[src/rtl/cnn_pkg.sv]
// Shared types and constants for the CNN accelerator input path: fetch FSM
// states, image defaults, register offsets and the OBI request/response structs.
package cnn_pkg;

    localparam int PIX_PER_WORD  = 4;
    localparam int IMG_W_DEFAULT = 28;
    localparam int IMG_H_DEFAULT = 28;

    // Accelerator register file byte offsets
    localparam logic [7:0] REG_START      = 8'h00;
    localparam logic [7:0] REG_INPUT_BASE = 8'h08;

    typedef enum logic [2:0] {
        FETCH_IDLE,
        FETCH_REQ,
        FETCH_WAIT,
        FETCH_DRAIN,
        FETCH_DONE
    } fetch_state_e;

    // OBI address channel (32-bit data, 1-bit id)
    typedef struct packed {
        logic [31:0] addr;
        logic        we;
        logic [3:0]  be;
        logic [31:0] wdata;
        logic [0:0]  aid;
    } obi_a_t;

    typedef struct packed {
        logic   req;
        obi_a_t a;
    } obi_req_t;

    typedef struct packed {
        logic [31:0] rdata;
        logic [0:0]  rid;
        logic        err;
    } obi_r_t;

    typedef struct packed {
        logic   gnt;
        logic   rvalid;
        obi_r_t r;
    } obi_rsp_t;

    // Byte address of a 32-bit word relative to a word-aligned base; wraps mod 2^32
    function automatic logic [31:0] word_addr(input logic [31:0] base, input logic [29:0] idx);
        return base + {idx, 2'b00};
    endfunction

endpackage

[src/rtl/cnn_word_unpacker.sv]
// Holds one 32-bit word and presents its bytes, lowest first, on a valid/ready
// stream. last_o pulses on the handshake of the fourth byte.
module cnn_word_unpacker
    import cnn_pkg::*;
#(
    parameter int DATA_WIDTH = 8
) (
    input  logic                  clk_i,
    input  logic                  rst_i,
    input  logic                  load_i,
    input  logic [31:0]           word_i,
    input  logic                  ready_i,
    output logic                  valid_o,
    output logic [DATA_WIDTH-1:0] pixel_o,
    output logic                  last_o
);

    logic [31:0]           word_q, word_d;
    logic [1:0]            byte_idx_q, byte_idx_d;
    logic                  valid_q, valid_d;
    logic                  fire;
    logic [DATA_WIDTH-1:0] byte_lane [PIX_PER_WORD];

    for (genvar gi = 0; gi < PIX_PER_WORD; gi++) begin : g_lane
        assign byte_lane[gi] = word_q[gi*DATA_WIDTH +: DATA_WIDTH];
    end

    // Load a fresh word or advance through its bytes on each handshake
    always_comb begin
        word_d     = word_q;
        byte_idx_d = byte_idx_q;
        valid_d    = valid_q;
        fire       = valid_q & ready_i;
        last_o     = fire && (byte_idx_q == 2'd3);
        if (load_i) begin
            word_d     = word_i;
            byte_idx_d = 2'd0;
            valid_d    = 1'b1;
        end else if (fire) begin
            byte_idx_d = byte_idx_q + 2'd1;
            if (byte_idx_q == 2'd3) begin
                valid_d = 1'b0;
            end
        end
    end

    // Word, byte pointer and valid registers
    always_ff @(posedge clk_i or posedge rst_i) begin
        if (rst_i) begin
            word_q     <= '0;
            byte_idx_q <= '0;
            valid_q    <= 1'b0;
        end else begin
            word_q     <= word_d;
            byte_idx_q <= byte_idx_d;
            valid_q    <= valid_d;
        end
    end

    assign valid_o = valid_q;
    assign pixel_o = byte_lane[byte_idx_q];

endmodule

[src/rtl/cnn_pixel_fetcher.sv]
// OBI read engine: fetches IMG_W*IMG_H 8-bit pixels as 32-bit words from
// base_addr_i and streams them to the line buffer one pixel per handshake.
// Exactly one read is ever outstanding.
module cnn_pixel_fetcher
    import cnn_pkg::*;
#(
    parameter int DATA_WIDTH = 8,
    parameter int IMG_W      = IMG_W_DEFAULT,
    parameter int IMG_H      = IMG_H_DEFAULT
) (
    input  logic                  clk_i,
    input  logic                  rst_i,
    input  logic                  start_i,
    input  logic [31:0]           base_addr_i,
    output logic                  busy_o,
    output logic                  done_o,
    output logic                  err_o,
    output obi_req_t              obi_req_o,
    input  obi_rsp_t              obi_rsp_i,
    output logic [DATA_WIDTH-1:0] pixel_o,
    output logic                  pixel_valid_o,
    input  logic                  pixel_ready_i
);

    localparam int NWORDS = (IMG_W * IMG_H) / PIX_PER_WORD;
    localparam int WIDX_W = (NWORDS > 1) ? $clog2(NWORDS) : 1;
    localparam logic [WIDX_W-1:0] LAST_WORD = WIDX_W'(NWORDS - 1);

    if (((IMG_W * IMG_H) % PIX_PER_WORD) != 0) begin : g_bad_image_size
        $error("cnn_pixel_fetcher: IMG_W*IMG_H must be a multiple of 4");
    end
    if (DATA_WIDTH != 8) begin : g_bad_data_width
        $error("cnn_pixel_fetcher: DATA_WIDTH must be 8");
    end

    fetch_state_e      state_q, state_d;
    logic [31:0]       base_q, base_d;
    logic [WIDX_W-1:0] word_idx_q, word_idx_d;
    logic              err_q, err_d;
    logic              load_word;
    logic              last_pix;
    logic              unused_bits;

    // Only the word-aligned part of the base and no response id are needed
    assign unused_bits = ^{obi_rsp_i.r.rid, base_addr_i[1:0]};

    // Next-state, address generation and OBI request drive
    always_comb begin
        state_d    = state_q;
        base_d     = base_q;
        word_idx_d = word_idx_q;
        err_d      = err_q;
        load_word  = 1'b0;
        obi_req_o  = '0;
        case (state_q)
            FETCH_IDLE: begin
                if (start_i) begin
                    base_d     = {base_addr_i[31:2], 2'b00};
                    word_idx_d = '0;
                    err_d      = 1'b0;
                    state_d    = FETCH_REQ;
                end
            end
            FETCH_REQ: begin
                // All a.* fields derive from registers, so they hold until gnt
                obi_req_o.req    = 1'b1;
                obi_req_o.a.be   = 4'hF;
                obi_req_o.a.addr = word_addr(base_q, 30'(word_idx_q));
                if (obi_rsp_i.gnt) begin
                    state_d = FETCH_WAIT;
                end
            end
            FETCH_WAIT: begin
                if (obi_rsp_i.rvalid) begin
                    load_word = 1'b1;
                    if (obi_rsp_i.r.err) begin
                        err_d = 1'b1;
                    end
                    state_d = FETCH_DRAIN;
                end
            end
            FETCH_DRAIN: begin
                if (last_pix) begin
                    if (word_idx_q == LAST_WORD) begin
                        state_d = FETCH_DONE;
                    end else begin
                        word_idx_d = word_idx_q + 1'b1;
                        state_d    = FETCH_REQ;
                    end
                end
            end
            FETCH_DONE: begin
                state_d = FETCH_IDLE;
            end
            default: begin
                state_d = FETCH_IDLE;
            end
        endcase
    end

    // FSM, base address, word counter and sticky error registers
    always_ff @(posedge clk_i or posedge rst_i) begin
        if (rst_i) begin
            state_q    <= FETCH_IDLE;
            base_q     <= '0;
            word_idx_q <= '0;
            err_q      <= 1'b0;
        end else begin
            state_q    <= state_d;
            base_q     <= base_d;
            word_idx_q <= word_idx_d;
            err_q      <= err_d;
        end
    end

    cnn_word_unpacker #(
        .DATA_WIDTH(DATA_WIDTH)
    ) u_unpacker (
        .clk_i  (clk_i),
        .rst_i  (rst_i),
        .load_i (load_word),
        .word_i (obi_rsp_i.r.rdata),
        .ready_i(pixel_ready_i),
        .valid_o(pixel_valid_o),
        .pixel_o(pixel_o),
        .last_o (last_pix)
    );

    assign busy_o = (state_q != FETCH_IDLE);
    assign done_o = (state_q == FETCH_DONE);
    assign err_o  = err_q;

endmodule
[config.mk]
export PLATFORM = sky130hd
export DESIGN_NAME = cnn_pixel_fetcher
export DESIGN_NICKNAME = d
export VERILOG_FILES = /design/src/rtl/cnn_pkg.sv /design/src/rtl/cnn_word_unpacker.sv /design/src/rtl/cnn_pixel_fetcher.sv
export SDC_FILE = /design/constraint.sdc
export NUM_CORES = 1
export LEC_CHECK = 0
export CAP_MARGIN = 20
export CORE_MARGIN = 2
export CORE_UTILIZATION = 45
export CTS_CLUSTER_DIAMETER = 200
export DETAILED_ROUTE_END_ITERATION = 7
export HOLD_SLACK_MARGIN = 0.06
export PLACE_DENSITY = 0.9
export SKIP_LAST_GASP = 1
export SYNTH_ARGS = -nofsm -noshare
export SYNTH_HDL_FRONTEND = slang
export SYNTH_SLANG_ARGS = --single-unit
[constraint.sdc]
create_clock -name clk_i -period 6.3 [get_ports clk_i]
set_input_delay 1.26 -clock clk_i [delete_from_list [all_inputs] [get_ports clk_i]]
set_output_delay 1.26 -clock clk_i [all_outputs]
set_load 0.02 [all_outputs]
==> impl_metrics.csv <==
group,metric,value,unit
routing,antenna_left,0,
logic_synthesis,synth_warnings,0,
die,die_w,105.4,um
sta,holdWs,507.5,ps
die,start_util,0.4567,
logic_synthesis,synth.distinct_cells,57,
setup_path,path_class,"reg -> out",
routing,vias_per_cell,5.376,
finish,drive_above_1_share,0.1798,
setup_path,cp.required,5040,ps
finish,fin_nets,623,
power_and_ir_drop,p_total,2.756,mW
finish,fillCellCount,847,
setup_path,cp.arrival,3540,ps
setup_path,slowest_delay,660,ps
clock_network,post-cts-setup-buffers,0,
routing,highest_layer,"met4",
clock_network,clk_latency,340,ps
logic_synthesis,async_flop_share,1.000,
setup_path,critPathSlowestCell,"clkdlybuf4s50_1",
logic_synthesis,syn_area,0.004631,mm2
placed_design,dp.final_hpwl,7950,um
hold_path,hold_path.class,"reg -> reg",
placed_design,place_area,0.005746,mm2
clock_network,htreeDepth,3,
sta,rsz0062_at_grt,"false",
clock_network,cts_buffer_depth,2,
clock_network,clock-root-buffer,"clkbuf_8",
setup_path,endpoint,"obi_req_o[68]",
setup_path,cp-start-kind,"flop",
clock_network,cts_resized,0,
clock_network,cts_buffers,9,
global_route,grt_overflow,0,
die,fp.coreArea,0.01014,mm2
power_and_ir_drop,p_per_area,461.9,mW/mm2
finish,multi_input_area,0.002441,mm2
routing,drc_errors,0,
global_route,grt_max_degree,78,
global_route,grt.total_usage,0.1983,
sta,clock.fmax,208.3,MHz
setup_path,worst-r2r-cell-count,6,
placed_design,routabilityCongestion,0.8253,
setup_path,endpoint_kind,"output pin",
global_route,grt_pass1_wl,17760,um
flow_run,cap_violations,0,
logic_synthesis,synth_ff_type,"dfrtp_1",
sta,slew_headroom,0.3563,
setup_path,r2r_slack,3640,ps
clock_network,cts.sinks,77,
routing,totalWireLength,10800,um
finish,register_area,0.001927,mm2
clock_network,clk_pin_slew_worst_paths,80,ps
logic_synthesis,syn_inst,431,
sta,final_hold_viol_count,0,
power_and_ir_drop,irDropWorstVdd,0.3113,mV
finish,syn_to_final_growth,28.86,%
setup_path,path_depth,8,
global_route,first_global_vias,3713,
routing,vias,3661,
setup_path,crit_family,"compound AO/OA/AOI/OAI gates",
outcome,status,"completed",
routing,routedWlPerCell,15.86,um
logic_synthesis,synth_edf_count,0,
sta,period_share,0.7620,
sta,final.setup.tns,0,ps
setup_path,crit_path_cell_trace,"ha_1 -> fa_1 -> a211oi_1 -> nor3b_4 -> o2111ai_1 -> o21ai_0 -> a21oi_1 -> clkdlybuf4s50_1",
logic_synthesis,ys_ff_latch,77,
routing,drt_iter0_drc,223,
die,row_count,37,
routing,route.met3.wl,932,um
sta,final.setup_skew,11.91,ps
logic_synthesis,seq_area_frac_synth,0.4161,
routing,drtPass1Iterations,7,
setup_path,r2r_start,"state_q[0]$_DFFE_PP0P_",
die,io_pins,155,
sta,finalCriticalPeriod,4800,ps
setup_path,worstReg2RegEnd,"word_idx_q[3]$_DFFE_PP0P_",
routing,wl_met2,5293,um
finish,diodes,0,
clock_network,cts_hold_buf,0,
die,die_h,105.4,um
finish,postLayoutCellArea,0.005967,mm2
global_route,antenna_found_initial,0,
setup_path,critPathBufInv,1,
sta,final-max-slew-violation-count,0,
sta,setup_viol,0,
setup_path,crit_path_max_fanout,5,
sta,tightest_slew,965.6,ps
logic_synthesis,synth.avg_cell_area,10.74,um2
clock_network,cts_tree,"done",
placed_design,port_buffers,115,
setup_path,crit_path_start,"word_idx_q[0]$_DFFE_PP0P_",
routing,wl_met1,4420,um
power_and_ir_drop,p_leak,2.438,nW
die,die_area,0.01112,mm2
==> final cells by class <==
cell class              instances  share of cell area
multi-input cells             326              0.4091
flip-flops and latches         77              0.3229
repair buffers                119              0.1979
well taps                     136             0.02852
clock buffers                   9             0.02076
clock inverters                 7             0.01636
inverters                       7            0.004403
==> through the flow <==
step                      std cells  utilization  worst slack (ps)
after floorplan                 466            -              2644
after global placement          665       0.5667              1929
after detailed placement        665       0.5667              1941
after CTS                       681       0.5885              1520
after global routing            681       0.5885              1233
final                           681       0.5885              1500
==> routing by layer <==
| layer | global-route usage | up-vias |
|---|---|---|
| met1 | 0.2380 | 1761 |
| li1 | - | 1705 |
| met2 | 0.3424 | 180 |
| met4 | 0.05524 | 0 |
| met5 | 0 | - |
| met3 | 0.06246 | 15 |
==> flip-flops by register name, indices dropped and copies added, names as in the netlist <==
register,count
u_unpacker.word_q,32
base_q,30
word_idx_q,8
state_q,3
u_unpacker.byte_idx_q,2
err_o,1
u_unpacker.valid_o,1
==> power by group <==
group          internal [mW]  leakage [nW]  switching (mW)
Sequential             0.721         0.936           0.216
Combinational          0.725          1.40           0.677
Clock                  0.225         0.106           0.192
==> cell families (layout without fill, tap and decap cells) <==
kind of cell | count (synthesis) | in the layout | synth area share
other | 1 | 36 | 0.0008098
xor gates and xnor gates | 12 | 12 | 0.02270
buffers and inverters | 63 | 142 | 0.08646
adders and majority gates | 11 | 11 | 0.03134
and+or+nand+nor | 114 | 114 | 0.1286
muxes | 77 | 77 | 0.2043
DFF | 77 | 77 | 0.4161
AOI/OAI and AO/OA | 76 | 76 | 0.1097
==> worst min path at each step <==
stage                                      start                                 to  slack [ps]  cells past startpoint
2_1_floorplan          word_idx_q[7]$_DFFE_PP0P_          word_idx_q[7]$_DFFE_PP0P_         470                      1
3_3_place_gp   u_unpacker.word_q[23]$_DFFE_PP0P_  u_unpacker.word_q[23]$_DFFE_PP0P_         480                      1
3_5_place_dp    u_unpacker.word_q[1]$_DFFE_PP0P_   u_unpacker.word_q[1]$_DFFE_PP0P_         490                      1
4_1_cts        u_unpacker.word_q[24]$_DFFE_PP0P_  u_unpacker.word_q[24]$_DFFE_PP0P_         510                      1
5_1_grt        u_unpacker.word_q[30]$_DFFE_PP0P_  u_unpacker.word_q[30]$_DFFE_PP0P_         530                      1
6_report       u_unpacker.word_q[24]$_DFFE_PP0P_  u_unpacker.word_q[24]$_DFFE_PP0P_         510                      1
==> cells in the final DEF (no fill, tap or decap), types with 3 or more instances in the layout <==
| cell | count |
|---|---|
| a21o_1 | 7 |
| o21ai_0 | 17 |
| mux4_2 | 8 |
| conb_1 | 36 |
| nor2_1 | 25 |
| a211oi_1 | 3 |
| inv_1 | 5 |
| nand2_1 | 31 |
| xor2_1 | 11 |
| o2111ai_1 | 3 |
| ha_1 | 10 |
| buf_4 | 4 |
| clkdlybuf4s50_1 | 115 |
| nor3_1 | 5 |
| or4_1 | 5 |
| a21oi_1 | 20 |
| nand3_1 | 10 |
| dfrtp_1 | 77 |
| nand4_1 | 4 |
| and2_1 | 4 |
| and3_1 | 7 |
| clkbuf_8 | 9 |
| nand2b_1 | 8 |
| mux2_2 | 60 |
| mux2i_1 | 9 |
| o31ai_1 | 6 |
==> Yosys cell counts, drive strengths merged (5+ instances only) <==
library cell  number  share of area
inv                6         0.0049
o21ai             18          0.020
mux2              60           0.15
xor2              11          0.021
nand2b             8          0.011
o31ai              6         0.0097
and3               8          0.011
a21o               7          0.011
ha                10          0.027
a21oi             22          0.025
nand3             10          0.011
dfrtp             77           0.42
mux4               8          0.039
clkbuf             5         0.0041
nand2             31          0.025
nor3               6         0.0076
or4                5         0.0081
mux2i              9          0.019
nor2              25          0.020
buf               51          0.077
and2               5         0.0073
==> worst register-to-register path, cell delays in order, from the launching register on <==
cell     delay, ps
dfrtp_1        490
nor3_1         370
and2_1         640
buf_4          420
a21oi_2        120
or4b_1         490
nand2_1         80
No activity file was read; power rests on OpenSTA's default activity.
